[src/rtl/keypad_pkg.sv]
// Shared types, key map and segment decode for the keypad key decoder.
package keypad_pkg;

    typedef enum logic [1:0] {
        IDLE,
        DEBOUNCE,
        PRESSED
    } state_t;

    typedef enum logic [1:0] {
        SMP_EMPTY,
        SMP_VALID,
        SMP_MULTI
    } sample_t;

    localparam logic [3:0] KEY_CLEAR = 4'hE;
    localparam logic [6:0] SEG_BLANK = 7'b1111111;

    // Indexed by {row bit, col bit}; entry 15 is row bit 3 / col bit 3.
    localparam logic [15:0][3:0] KEY_LUT = {
        4'hD, 4'hF, 4'h0, 4'hE,
        4'hC, 4'h9, 4'h8, 4'h7,
        4'hB, 4'h6, 4'h5, 4'h4,
        4'hA, 4'h3, 4'h2, 4'h1
    };

    function automatic logic [1:0] onehot_pos(input logic [3:0] v);
        logic [1:0] p;
        p = '0;
        for (int unsigned i = 0; i < 4; i++) begin
            if (v[i]) p = 2'(i);
        end
        return p;
    endfunction

    // code is {row[3:0], col[3:0]}, both assumed one-hot.
    function automatic logic [3:0] key_of(input logic [7:0] code);
        return KEY_LUT[{onehot_pos(code[7:4]), onehot_pos(code[3:0])}];
    endfunction

    function automatic sample_t classify(input logic [3:0] row, input logic [3:0] col);
        sample_t s;
        if (col == '0)                       s = SMP_EMPTY;
        else if ($onehot(row) && $onehot(col)) s = SMP_VALID;
        else                                 s = SMP_MULTI;
        return s;
    endfunction

    function automatic logic [3:0] sat_inc4(input logic [3:0] v);
        return (v == '1) ? v : v + 4'd1;
    endfunction

    function automatic logic [6:0] seg_of(input logic [3:0] value);
        logic [6:0] s;
        case (value)
            4'h0: s = 7'b0000001;
            4'h1: s = 7'b1001111;
            4'h2: s = 7'b0010010;
            4'h3: s = 7'b0000110;
            4'h4: s = 7'b1001100;
            4'h5: s = 7'b0100100;
            4'h6: s = 7'b0100000;
            4'h7: s = 7'b0001111;
            4'h8: s = 7'b0000000;
            4'h9: s = 7'b0000100;
            4'hA: s = 7'b0001000;
            4'hB: s = 7'b1100000;
            4'hC: s = 7'b0110001;
            4'hD: s = 7'b1000010;
            4'hE: s = 7'b0110000;
            default: s = 7'b0111000;
        endcase
        return s;
    endfunction

endpackage

[src/rtl/hex_to_sevenseg.sv]
// Combinational 4-bit value to active-low seven-segment pattern (bit6=a .. bit0=g).
module hex_to_sevenseg
    import keypad_pkg::*;
(
    input  logic [3:0] value_i,
    output logic [6:0] seg_o
);

    always_comb begin
        seg_o = seg_of(value_i);
    end

endmodule

[src/rtl/keypad_key_decoder.sv]
// Debounces keypad scanner samples into key events, a 4-digit history and a 7-seg pattern.
// Optional auto-repeat while held is enabled by defining KEYPAD_AUTOREPEAT_EN.
module keypad_key_decoder
    import keypad_pkg::*;
#(
    parameter int unsigned DEBOUNCE_TICKS = 3,
`ifdef KEYPAD_AUTOREPEAT_EN
    parameter int unsigned REPEAT_DELAY   = 8,
    parameter int unsigned REPEAT_RATE    = 4,
`endif
    parameter int unsigned RELEASE_TICKS  = 2
) (
    input  logic        clk,
    input  logic        reset,
    input  logic        scan_tick,
    input  logic [3:0]  scan_row,
    input  logic [3:0]  scan_col,
    output logic        key_valid,
    output logic [3:0]  key_value,
    output logic        key_held,
    output logic        multi_err,
    output logic [15:0] digits,
    output logic [6:0]  sevenseg
);

    localparam logic [3:0] DEB_N = 4'(DEBOUNCE_TICKS);
    localparam logic [3:0] REL_N = 4'(RELEASE_TICKS);

    state_t      state_q, state_d;
    logic [7:0]  cand_q, cand_d;
    logic [3:0]  cnt_q, cnt_d;
    logic [3:0]  rcnt_q, rcnt_d;
    logic        key_valid_q, multi_err_q, merr_d;
    logic [3:0]  key_value_q, key_value_d;
    logic [15:0] digits_q, digits_d;
    logic [6:0]  seg_q, seg_d, seg_dec;

    logic        fire;
    logic [7:0]  fire_code;
    logic [3:0]  fire_value;
    logic [7:0]  sample;
    sample_t     smp;

`ifdef KEYPAD_AUTOREPEAT_EN
    localparam logic [7:0] REP_DLY  = 8'(REPEAT_DELAY);
    localparam logic [7:0] REP_RATE = 8'(REPEAT_RATE);

    logic [7:0]  rep_q, rep_d;
    logic        rep_armed_q, rep_armed_d;
`endif

    assign sample = {scan_row, scan_col};
    assign smp    = classify(scan_row, scan_col);

    always_comb begin
        state_d   = state_q;
        cand_d    = cand_q;
        cnt_d     = cnt_q;
        rcnt_d    = rcnt_q;
        merr_d    = 1'b0;
        fire      = 1'b0;
        fire_code = cand_q;
`ifdef KEYPAD_AUTOREPEAT_EN
        rep_d       = rep_q;
        rep_armed_d = rep_armed_q;
`endif

        if (scan_tick) begin
            case (state_q)
                IDLE: begin
                    if (smp == SMP_VALID) begin
                        cand_d    = sample;
                        cnt_d     = 4'd1;
                        fire_code = sample;
                        // A one-tick debounce accepts the very first valid sample.
                        if (DEB_N <= 4'd1) begin
                            fire    = 1'b1;
                            cnt_d   = '0;
                            state_d = PRESSED;
                        end else begin
                            state_d = DEBOUNCE;
                        end
                    end else if (smp == SMP_MULTI) begin
                        merr_d = 1'b1;
                    end
                end

                DEBOUNCE: begin
                    if (smp == SMP_VALID) begin
                        if (sample == cand_q) begin
                            cnt_d = sat_inc4(cnt_q);
                            if (cnt_d >= DEB_N) begin
                                fire    = 1'b1;
                                cnt_d   = '0;
                                state_d = PRESSED;
                            end
                        end else begin
                            cand_d = sample;
                            cnt_d  = 4'd1;
                        end
                    end else if (smp == SMP_EMPTY) begin
                        cnt_d   = '0;
                        state_d = IDLE;
                    end else begin
                        merr_d  = 1'b1;
                        cnt_d   = '0;
                        state_d = IDLE;
                    end
                end

                PRESSED: begin
                    if (smp == SMP_EMPTY) begin
                        rcnt_d = sat_inc4(rcnt_q);
                        if (rcnt_d >= REL_N) begin
                            rcnt_d  = '0;
                            state_d = IDLE;
                        end
                    end else begin
                        rcnt_d = '0;
`ifdef KEYPAD_AUTOREPEAT_EN
                        rep_d = (rep_q == '1) ? rep_q : rep_q + 8'd1;
                        if (rep_armed_q ? (rep_d >= REP_RATE) : (rep_d >= REP_DLY)) begin
                            fire        = 1'b1;
                            fire_code   = cand_q;
                            rep_d       = '0;
                            rep_armed_d = 1'b1;
                        end
`endif
                    end
                end

                default: begin
                    state_d = IDLE;
                end
            endcase

`ifdef KEYPAD_AUTOREPEAT_EN
            if (state_q != PRESSED && state_d == PRESSED) begin
                rep_d       = '0;
                rep_armed_d = 1'b0;
            end
`endif
        end
    end

    // The decoder sees the next key value so the segment register updates on the event edge.
    always_comb begin
        fire_value  = key_of(fire_code);
        key_value_d = fire ? fire_value : key_value_q;
        digits_d    = digits_q;
        seg_d       = seg_q;
        if (fire) begin
            digits_d = (fire_value == KEY_CLEAR) ? '0 : {digits_q[11:0], fire_value};
            seg_d    = seg_dec;
        end
    end

    hex_to_sevenseg u_seg (
        .value_i (key_value_d),
        .seg_o   (seg_dec)
    );

    always_ff @(posedge clk) begin
        if (!reset) begin
            state_q     <= IDLE;
            cand_q      <= '0;
            cnt_q       <= '0;
            rcnt_q      <= '0;
            key_valid_q <= 1'b0;
            multi_err_q <= 1'b0;
            key_value_q <= '0;
            digits_q    <= '0;
            seg_q       <= SEG_BLANK;
        end else begin
            state_q     <= state_d;
            cand_q      <= cand_d;
            cnt_q       <= cnt_d;
            rcnt_q      <= rcnt_d;
            key_valid_q <= fire;
            multi_err_q <= merr_d;
            key_value_q <= key_value_d;
            digits_q    <= digits_d;
            seg_q       <= seg_d;
        end
    end

`ifdef KEYPAD_AUTOREPEAT_EN
    always_ff @(posedge clk) begin
        if (!reset) begin
            rep_q       <= '0;
            rep_armed_q <= 1'b0;
        end else begin
            rep_q       <= rep_d;
            rep_armed_q <= rep_armed_d;
        end
    end
`endif

    assign key_valid = key_valid_q;
    assign multi_err = multi_err_q;
    assign key_value = key_value_q;
    assign key_held  = (state_q == PRESSED);
    assign digits    = digits_q;
    assign sevenseg  = seg_q;

endmodule
[config.mk]
export PLATFORM = sky130hd
export DESIGN_NAME = keypad_key_decoder
export DESIGN_NICKNAME = d
export VERILOG_FILES = /design/src/rtl/keypad_pkg.sv /design/src/rtl/hex_to_sevenseg.sv /design/src/rtl/keypad_key_decoder.sv
export SDC_FILE = /design/constraint.sdc
export NUM_CORES = 1
export LEC_CHECK = 0
export ABC_AREA = 1
export CAP_MARGIN = 10
export CELL_PAD_IN_SITES_DETAIL_PLACEMENT = 0
export CELL_PAD_IN_SITES_GLOBAL_PLACEMENT = 2
export CORE_MARGIN = 1.5
export CORE_UTILIZATION = 31
export CTS_CLUSTER_SIZE = 16
export DETAILED_ROUTE_END_ITERATION = 8
export GPL_TIMING_DRIVEN = 0
export PLACE_DENSITY_LB_ADDON = 0.1
export SLEW_MARGIN = 20
export SYNTH_ARGS = -nofsm -noshare
export SYNTH_HDL_FRONTEND = slang
export SYNTH_SLANG_ARGS = --single-unit
[constraint.sdc]
create_clock -name clk -period 3.9 [get_ports clk]
set_input_delay 0.39 -clock clk [delete_from_list [all_inputs] [get_ports clk]]
set_output_delay 0.39 -clock clk [all_outputs]
set_load 0.01 [all_outputs]
==> impl_metrics.sql, run 1 <==
INSERT INTO impl_metrics (metric_group, metric, value, unit) VALUES
('run_status', 'run_status', 'complete, no violations', ''),
('placed_design', 'post-place-ws', '-0.4777', 'ns'),
('global_route', 'initial_antenna_violation_count', '0', ''),
('worst_setup_path', 'worst_ep_required_time', '4.11', 'ns'),
('drt', 'antenna_left', '0', ''),
('drt', 'met2_wirelength', '3421', 'µm'),
('worst_hold_path', 'min-delay-path-class', 'primary input to register', ''),
('floorplanning', 'die_footprint', '0.01012', 'mm²'),
('logic_synthesis', 'synth.ff_latch_count', '47', ''),
('global_route', 'grt_first_pass_wirelength', '13230', 'µm'),
('floorplanning', 'initial_utilization', '31.96', '%'),
('sta', 'highest_clock_frequency_the_design_can_meet', '293.9', 'MHz'),
('logic_synthesis', 'syn-num-nets', '437', ''),
('drt', 'finalWirelength', '7855', 'µm'),
('sta', 'max_slew_margin', '42.87', '%'),
('logic_synthesis', 'post_synth_inst_count', '409', ''),
('power_and_ir_drop', 'power_per_standard_cell_area', '313.3', 'mW/mm²'),
('worst_setup_path', 'worstSetupEndpointType', 'register', ''),
('final_layout', 'area_growth_syn_to_layout', '28.05', '%'),
('floorplanning', 'ios', '41', ''),
('clocking', 'tritoncts_clock_tree', 'built', ''),
('clocking', 'cts.htree.levels', '2', ''),
('drt', 'route.detailed.drc', '0', ''),
('logic_synthesis', 'synthDominantCellAreaShare', '31.86', '%'),
('final_layout', 'finish.net_count', '494', ''),
('logic_synthesis', 'synth.avg_cell_area', '7.220', 'µm²'),
('drt', 'vias', '2803', ''),
('global_route', 'overflow', '0', ''),
('clocking', 'clock_insertion_delay_worst_skew', '0.31', 'ns'),
('placed_design', 'placement.cell_area', '0.003505', 'mm²'),
('global_route', 'first_global_vias', '2667', ''),
('placed_design', 'placed_cells_incl_taps', '577', ''),
('power_and_ir_drop', 'power.leakage', '1.694', 'nW'),
('floorplanning', 'num_rows', '35', ''),
('final_layout', 'layout.cells.non_filler', '596', ''),
('sta', 'fin_worst_hold_slack', '0.4083', 'ns'),
('final_layout', 'layout_common_cells', '71 x nand2_1, 47 x dfxtp_1, 40 x a21oi_1', ''),
('floorplanning', 'die-width', '100.6', 'µm'),
('final_layout', 'nFillCells', '1024', ''),
('drt', 'route.layer.met1.wl', '4100', 'µm'),
('global_route', 'grt.total_usage', '16.38', '%'),
('sta', 'worstMarginPinSlew', '0.8462', 'ns'),
('floorplanning', 'fp.coreArea', '0.009240', 'mm²'),
('placed_design', 'gp_congestion', '0.7522', ''),
('global_route', 'grt_start_max_net_pins', '17', ''),
('logic_synthesis', 'synth_seq_area_share', '31.86', '%'),
('logic_synthesis', 'synth_area_leader_cell', 'dfxtp_1', ''),
('sta', 'setup-violations-final', '0', ''),
('drt', 'detailedRoute.firstPassIterationCount', '4', ''),
('sta', 'hold_violations', '0', ''),
('sta', 'finalSetupTns', '0', 'ns'),
('worst_setup_path', 'critical_path.startpoint_type', 'primary input', ''),
('drt', 'top_layer', 'met4', ''),
('placed_design', 'numPortBuffers', '39', ''),
('drt', 'wl_per_cell', '13.18', 'µm'),
('worst_setup_path', 'criticalPathCategory', 'primary input to register', ''),
('logic_synthesis', 'yosys_warnings', '0', ''),
('sta', 'fin_skew', '0.006150', 'ns'),
('sta', 'period_needed', '3.402', 'ns'),
('power_and_ir_drop', 'fin_total_pwr', '1.185', 'mW'),
('clocking', 'tritoncts.num_buffers', '5', ''),
('logic_synthesis', 'synth_cell_type_count', '38', ''),
('power_and_ir_drop', 'irDropWorstVdd', '0.1270', 'mV'),
('logic_synthesis', 'post_synth_main_area_contributors', 'dfxtp_1 32%, nand2_1 10%, a21oi_1 6.8%', ''),
('worst_setup_path', 'timing.critical_path.fanout_max', '6', ''),
('final_layout', 'finalCoreUtilization', '40.92', '%'),
('floorplanning', 'vertical_die_dimension', '100.6', 'µm'),
('drt', 'first_iter_violations', '93', ''),
('clocking', 'cts.path.max_buffers', '2', ''),
('sta', 'layout_setup_ws', '0.4975', 'ns'),
('final_layout', 'antenna_cells', '0', '');
==> sequential cells by signal (all words and copies together) (netlist names), named ones only <==
name and cells:
digits 16, key_value 4, cnt_q 4, cand_q 6
key_valid 1, sevenseg 7, multi_err 1, state_q 2
rcnt_q 4
==> final timing paths <==
kind | cells after the start | end | slack (ns) | startpoint
worst min register to register | 2 | sevenseg[2]$_SDFFE_PN1P_ | 0.49 | sevenseg[2]$_SDFFE_PN1P_
worst max register to register | 17 | sevenseg[3]$_SDFFE_PN1P_ | 1.12 | cnt_q[0]$_SDFFE_PN0P_
worst min-delay path | 3 | register | 0.41 | scan_row[0]
worst max-delay path | 26 | sevenseg[3]$_SDFFE_PN1P_ | 0.50 | scan_col[0]
==> cell type report <==
class	instances	area [µm²]	area share, %
plain buffers	12	70.07	1.853
clock inverters	3	47.55	1.257
well taps	129	161.4	4.269
repair buffers	50	488.0	12.91
inverters	58	217.7	5.758
flip-flops and latches	47	940.9	24.88
clock buffers	5	68.82	1.820
multi-input cells	292	1787	47.25
==> where the power goes <==
group | switching (mW) | total, mW | leakage [nW] | internal (mW)
Sequential | 0.0142 | 0.506 | 0.379 | 0.492
Clock | 0.191 | 0.385 | 0.0587 | 0.195
Combinational | 0.189 | 0.293 | 1.26 | 0.104
Total | 0.394 | 1.18 | 1.69 | 0.791
==> Yosys cell counts, drive strengths merged <==
cell type and n:
nand3 31, nor4 1, dfxtp 47, or2 2, inv 56, buf 5, ha 15, nand2 97
clkbuf 7, o21bai 2, a311oi 1, fa 2, nor2 27, nor3 3, xor2 1, xnor2 3
nand4 17, a21oi 44, o21ai 44, o311ai 1, clkinv 2, a211oi 1
==> worst max-delay path: stages <==
cell and delay (ns):
dlymetal6s2s_1 0.13, inv_2 0.07, fa_1 0.52, inv_1 0.04, ha_1 0.20, ha_4 0.23
nor2_1 0.12, nand2_2 0.10, nor2_8 0.14, buf_4 0.12, nand4_1 0.06, nand2_1 0.09
inv_2 0.04, nand2_1 0.08, nand2_2 0.10, inv_2 0.07, nand3_1 0.10, nand2_1 0.12
nand2_2 0.09, nand2_2 0.11, inv_2 0.08, ha_1 0.31, nand2_1 0.08, nand3_1 0.07
nand3_1 0.08, nand2_1 0.05
==> kinds of logic after synthesis <==
kind of cell             after synthesis  synth area share (%)
AND/OR/NAND/NOR                      178                 31.06
buffers and inverters                 70                 9.746
AO/OA/AOI/OAI                         93                 18.43
adder cells (fa/ha/maj)               17                 7.712
XOR/XNOR                               4                 1.187
flip-flops                            47                 31.86
==> per-layer routing <==
layer	GRT usage [%]	vias up
met5	0	-
met4	4.009	0
met3	2.427	5
met2	24.64	55
met1	24.41	1276
li1	-	1467
==> repair_timing <==
action | 4_1_cts | 5_1_grt
endpoints found under the setup margin | 5 | 22
resized for setup | 5 | 30
hold buffers | 0 | 0
pin swaps | 4 | 12
endpoints found under the hold margin | 0 | 0
buffers inserted | 5 | 6
Power figures use the tool's default switching activity.
==> run 2, diff against run 1 <==
PLACE_DENSITY = 0.85   (was unset)
PLACE_DENSITY_LB_ADDON = unset   (was 0.1)
==> impl_metrics.sql, run 2 (same netlist as run 1, synthesis figures left out) <==
INSERT INTO impl_metrics (metric_group, metric, value, unit) VALUES
('final_layout', 'nFillCells', '991', ''),
('power_and_ir_drop', 'irDropWorstVdd', '0.1626', 'mV'),
('worst_setup_path', 'worst_ep_required_time', '4.16', 'ns'),
('sta', 'rsz0062_at_grt', 'no', ''),
('clocking', 'clock_tree.root_cell', 'clkbuf_8', ''),
('worst_setup_path', 'cp_top_family', 'adder cells', ''),
('placed_design', 'post-place-ws', '-0.4528', 'ns'),
('floorplanning', 'die-width', '100.6', 'µm'),
('drt', 'wl_per_cell', '12.78', 'µm'),
('global_route', 'overflow', '0', ''),
('sta', 'timing_max_transition_violations_final', '0', ''),
('global_route', 'first_global_vias', '2602', ''),
('clocking', 'cts_sinks', '47', ''),
('placed_design', 'gp_congestion', '0.8344', ''),
('worst_setup_path', 'r2r.worst_path.cells', '17', ''),
('floorplanning', 'ios', '41', ''),
('worst_setup_path', 'reg2reg_setup_slack', '1.12', 'ns'),
('sta', 'setup-violations-final', '0', ''),
('floorplanning', 'vertical_die_dimension', '100.6', 'µm'),
('final_layout', 'antenna_cells', '0', ''),
('worst_hold_path', 'min_delay_path_depth', '3', ''),
('drt', 'antenna_left', '0', ''),
('drt', 'first_iter_violations', '88', ''),
('clocking', 'cts_hold_buffers', '0', ''),
('placed_design', 'place_hpwl', '5631', 'µm'),
('final_layout', 'final_layout_size_suffix_gt1_share', '25.11', '%'),
('floorplanning', 'initial_utilization', '31.96', '%'),
('run_status', 'run_status', 'complete, no violations', ''),
('sta', 'fin_worst_hold_slack', '0.4177', 'ns'),
('sta', 'hold_violations', '0', ''),
('sta', 'layout_worst_path_cycle_share', '94.20', '%'),
('power_and_ir_drop', 'fin_total_pwr', '1.180', 'mW'),
('final_layout', 'area_growth_syn_to_layout', '31.95', '%'),
('run', 'max_cap_violations', '0', ''),
('sta', 'fin_skew', '0.006799', 'ns'),
('clocking', 'post_cts_clock_slew_at_the_launch_and_capture_registers_of_the_worst_setup_and_hold_paths', '0.10', 'ns'),
('sta', 'period_needed', '3.674', 'ns'),
('sta', 'finalSetupTns', '0', 'ns'),
('clocking', 'cts.htree.levels', '2', ''),
('global_route', 'initial_antenna_violation_count', '0', ''),
('clocking', 'cts.path.max_buffers', '2', ''),
('sta', 'layout_setup_ws', '0.2263', 'ns'),
('worst_setup_path', 'critical_path.startpoint_type', 'primary input', ''),
('global_route', 'grt_start_max_net_pins', '17', ''),
('worst_setup_path', 'critical_path.slowest_cell', 'clkdlybuf4s50_1', ''),
('final_layout', 'finish.net_count', '501', ''),
('drt', 'route.detailed.vias_per_inst', '4.667', ''),
('sta', 'highest_clock_frequency_the_design_can_meet', '272.2', 'MHz'),
('floorplanning', 'die_footprint', '0.01012', 'mm²'),
('drt', 'vias', '2814', ''),
('sta', 'max_slew_margin', '48.20', '%'),
('global_route', 'grt.total_usage', '15.57', '%'),
('clocking', 'clock_insertion_delay_worst_skew', '0.30', 'ns'),
('floorplanning', 'fp.coreArea', '0.009240', 'mm²'),
('drt', 'detailedRoute.firstPassIterationCount', '4', ''),
('worst_setup_path', 'critical_path.max_stage_delay', '0.49', 'ns'),
('clocking', 'tritoncts.num_buffers', '5', ''),
('worst_hold_path', 'min-delay-path-class', 'primary input to register', ''),
('final_layout', 'final_common_cell', 'nand2_1', ''),
('worst_setup_path', 'criticalPathCategory', 'primary input to register', ''),
('worst_setup_path', 'critical_path_cell_count', '26', ''),
('final_layout', 'layout_common_cells', '68 x nand2_1, 47 x dfxtp_1, 39 x a21oi_1', ''),
('worst_setup_path', 'critPathArrivalTime', '3.93', 'ns'),
('worst_setup_path', 'worstSetupEndpointType', 'register', ''),
('placed_design', 'placement.cell_area', '0.003505', 'mm²'),
('clocking', 'tritoncts_clock_tree', 'built', ''),
('final_layout', 'largest_register_ff_count', '16', ''),
('sta', 'worstMarginPinSlew', '0.7672', 'ns'),
('floorplanning', 'num_rows', '35', ''),
('global_route', 'grt_first_pass_wirelength', '12630', 'µm'),
('power_and_ir_drop', 'power_per_standard_cell_area', '302.9', 'mW/mm²'),
('worst_setup_path', 'library_cell_appearing_most_often_on_the_critical_path', 'nand2_2', ''),
('drt', 'route.detailed.drc', '0', ''),
('placed_design', 'numPortBuffers', '39', ''),
('power_and_ir_drop', 'power.leakage', '1.714', 'nW'),
('final_layout', 'finish.instance_area', '0.003896', 'mm²'),
('worst_setup_path', 'critical_path.n_buffers_inverters', '8', ''),
('drt', 'finalWirelength', '7705', 'µm'),
('worst_setup_path', 'timing.critical_path.fanout_max', '6', '');
-- run 2: power breakdown --
part           internal, mW  switching [mW]
registers             0.492          0.0142
logic                 0.108           0.191
clock network         0.193           0.182
-- run 2: worst paths after layout --
path,start,endpoint
max reg2reg,cnt_q[0]$_SDFFE_PN0P_,sevenseg[6]$_SDFFE_PN1P_
min,scan_row[0],register
min reg2reg,sevenseg[3]$_SDFFE_PN1P_,sevenseg[3]$_SDFFE_PN1P_
max,scan_row[1],sevenseg[3]$_SDFFE_PN1P_
-- run 2: metrics by stage --
step	std cells	util, %
after detailed placement	577	37.93
after CTS	591	39.80
final	603	42.17
after floorplan	409	-
after global routing	603	42.17
after global placement	577	37.93
-- run 2: area by class of cell --
class                           instances  area [µm²]  area share, %
Inverter                               58       220.2          5.652
Clock inverter                          3       46.29          1.188
Timing Repair Buffer                   57       543.0          13.94
Tap cell                              129       161.4          4.143
Buffer                                 12       70.07          1.798
Clock buffer                            5       68.82          1.766
Sequential cell                        47       940.9          24.15
Multi-Input combinational cell        292        1846          47.37
-- run 2: repair_timing --
action / 4_1_cts / 5_1_grt
gates resized for setup: 6 / 41
endpoints found under the hold margin: 0 / 0
setup endpoints to repair: 6 / 23
pin swaps: 5 / 13
buffers inserted: 6 / 12
-- run 2: routing by layer --
layer / part of all wire [%] / wire length [µm] / vias to the layer above / global-route usage, %
li1: - / - / 1477 / -
met4: 0.71 / 55 / 0 / 3.575
met5: 0 / 0 / - / 0
met1: 50 / 3888 / 1296 / 22.35
met2: 46 / 3579 / 33 / 24.48
met3: 2.3 / 181 / 8 / 2.427
-- run 2: worst register-to-register path, stage by stage, from the launching register on --
cell,delay [ns]
dfxtp_1,0.41
ha_1,0.21
nand3_1,0.14
nand2_1,0.08
o21ai_0,0.10
o21ai_1,0.26
inv_1,0.14
nor2_1,0.13
nand4_1,0.13
inv_2,0.17
or2_2,0.14
nand2_2,0.08
buf_4,0.15
ha_2,0.19
nand2_1,0.07
nand2_1,0.07
a21oi_2,0.14
o21ai_2,0.07
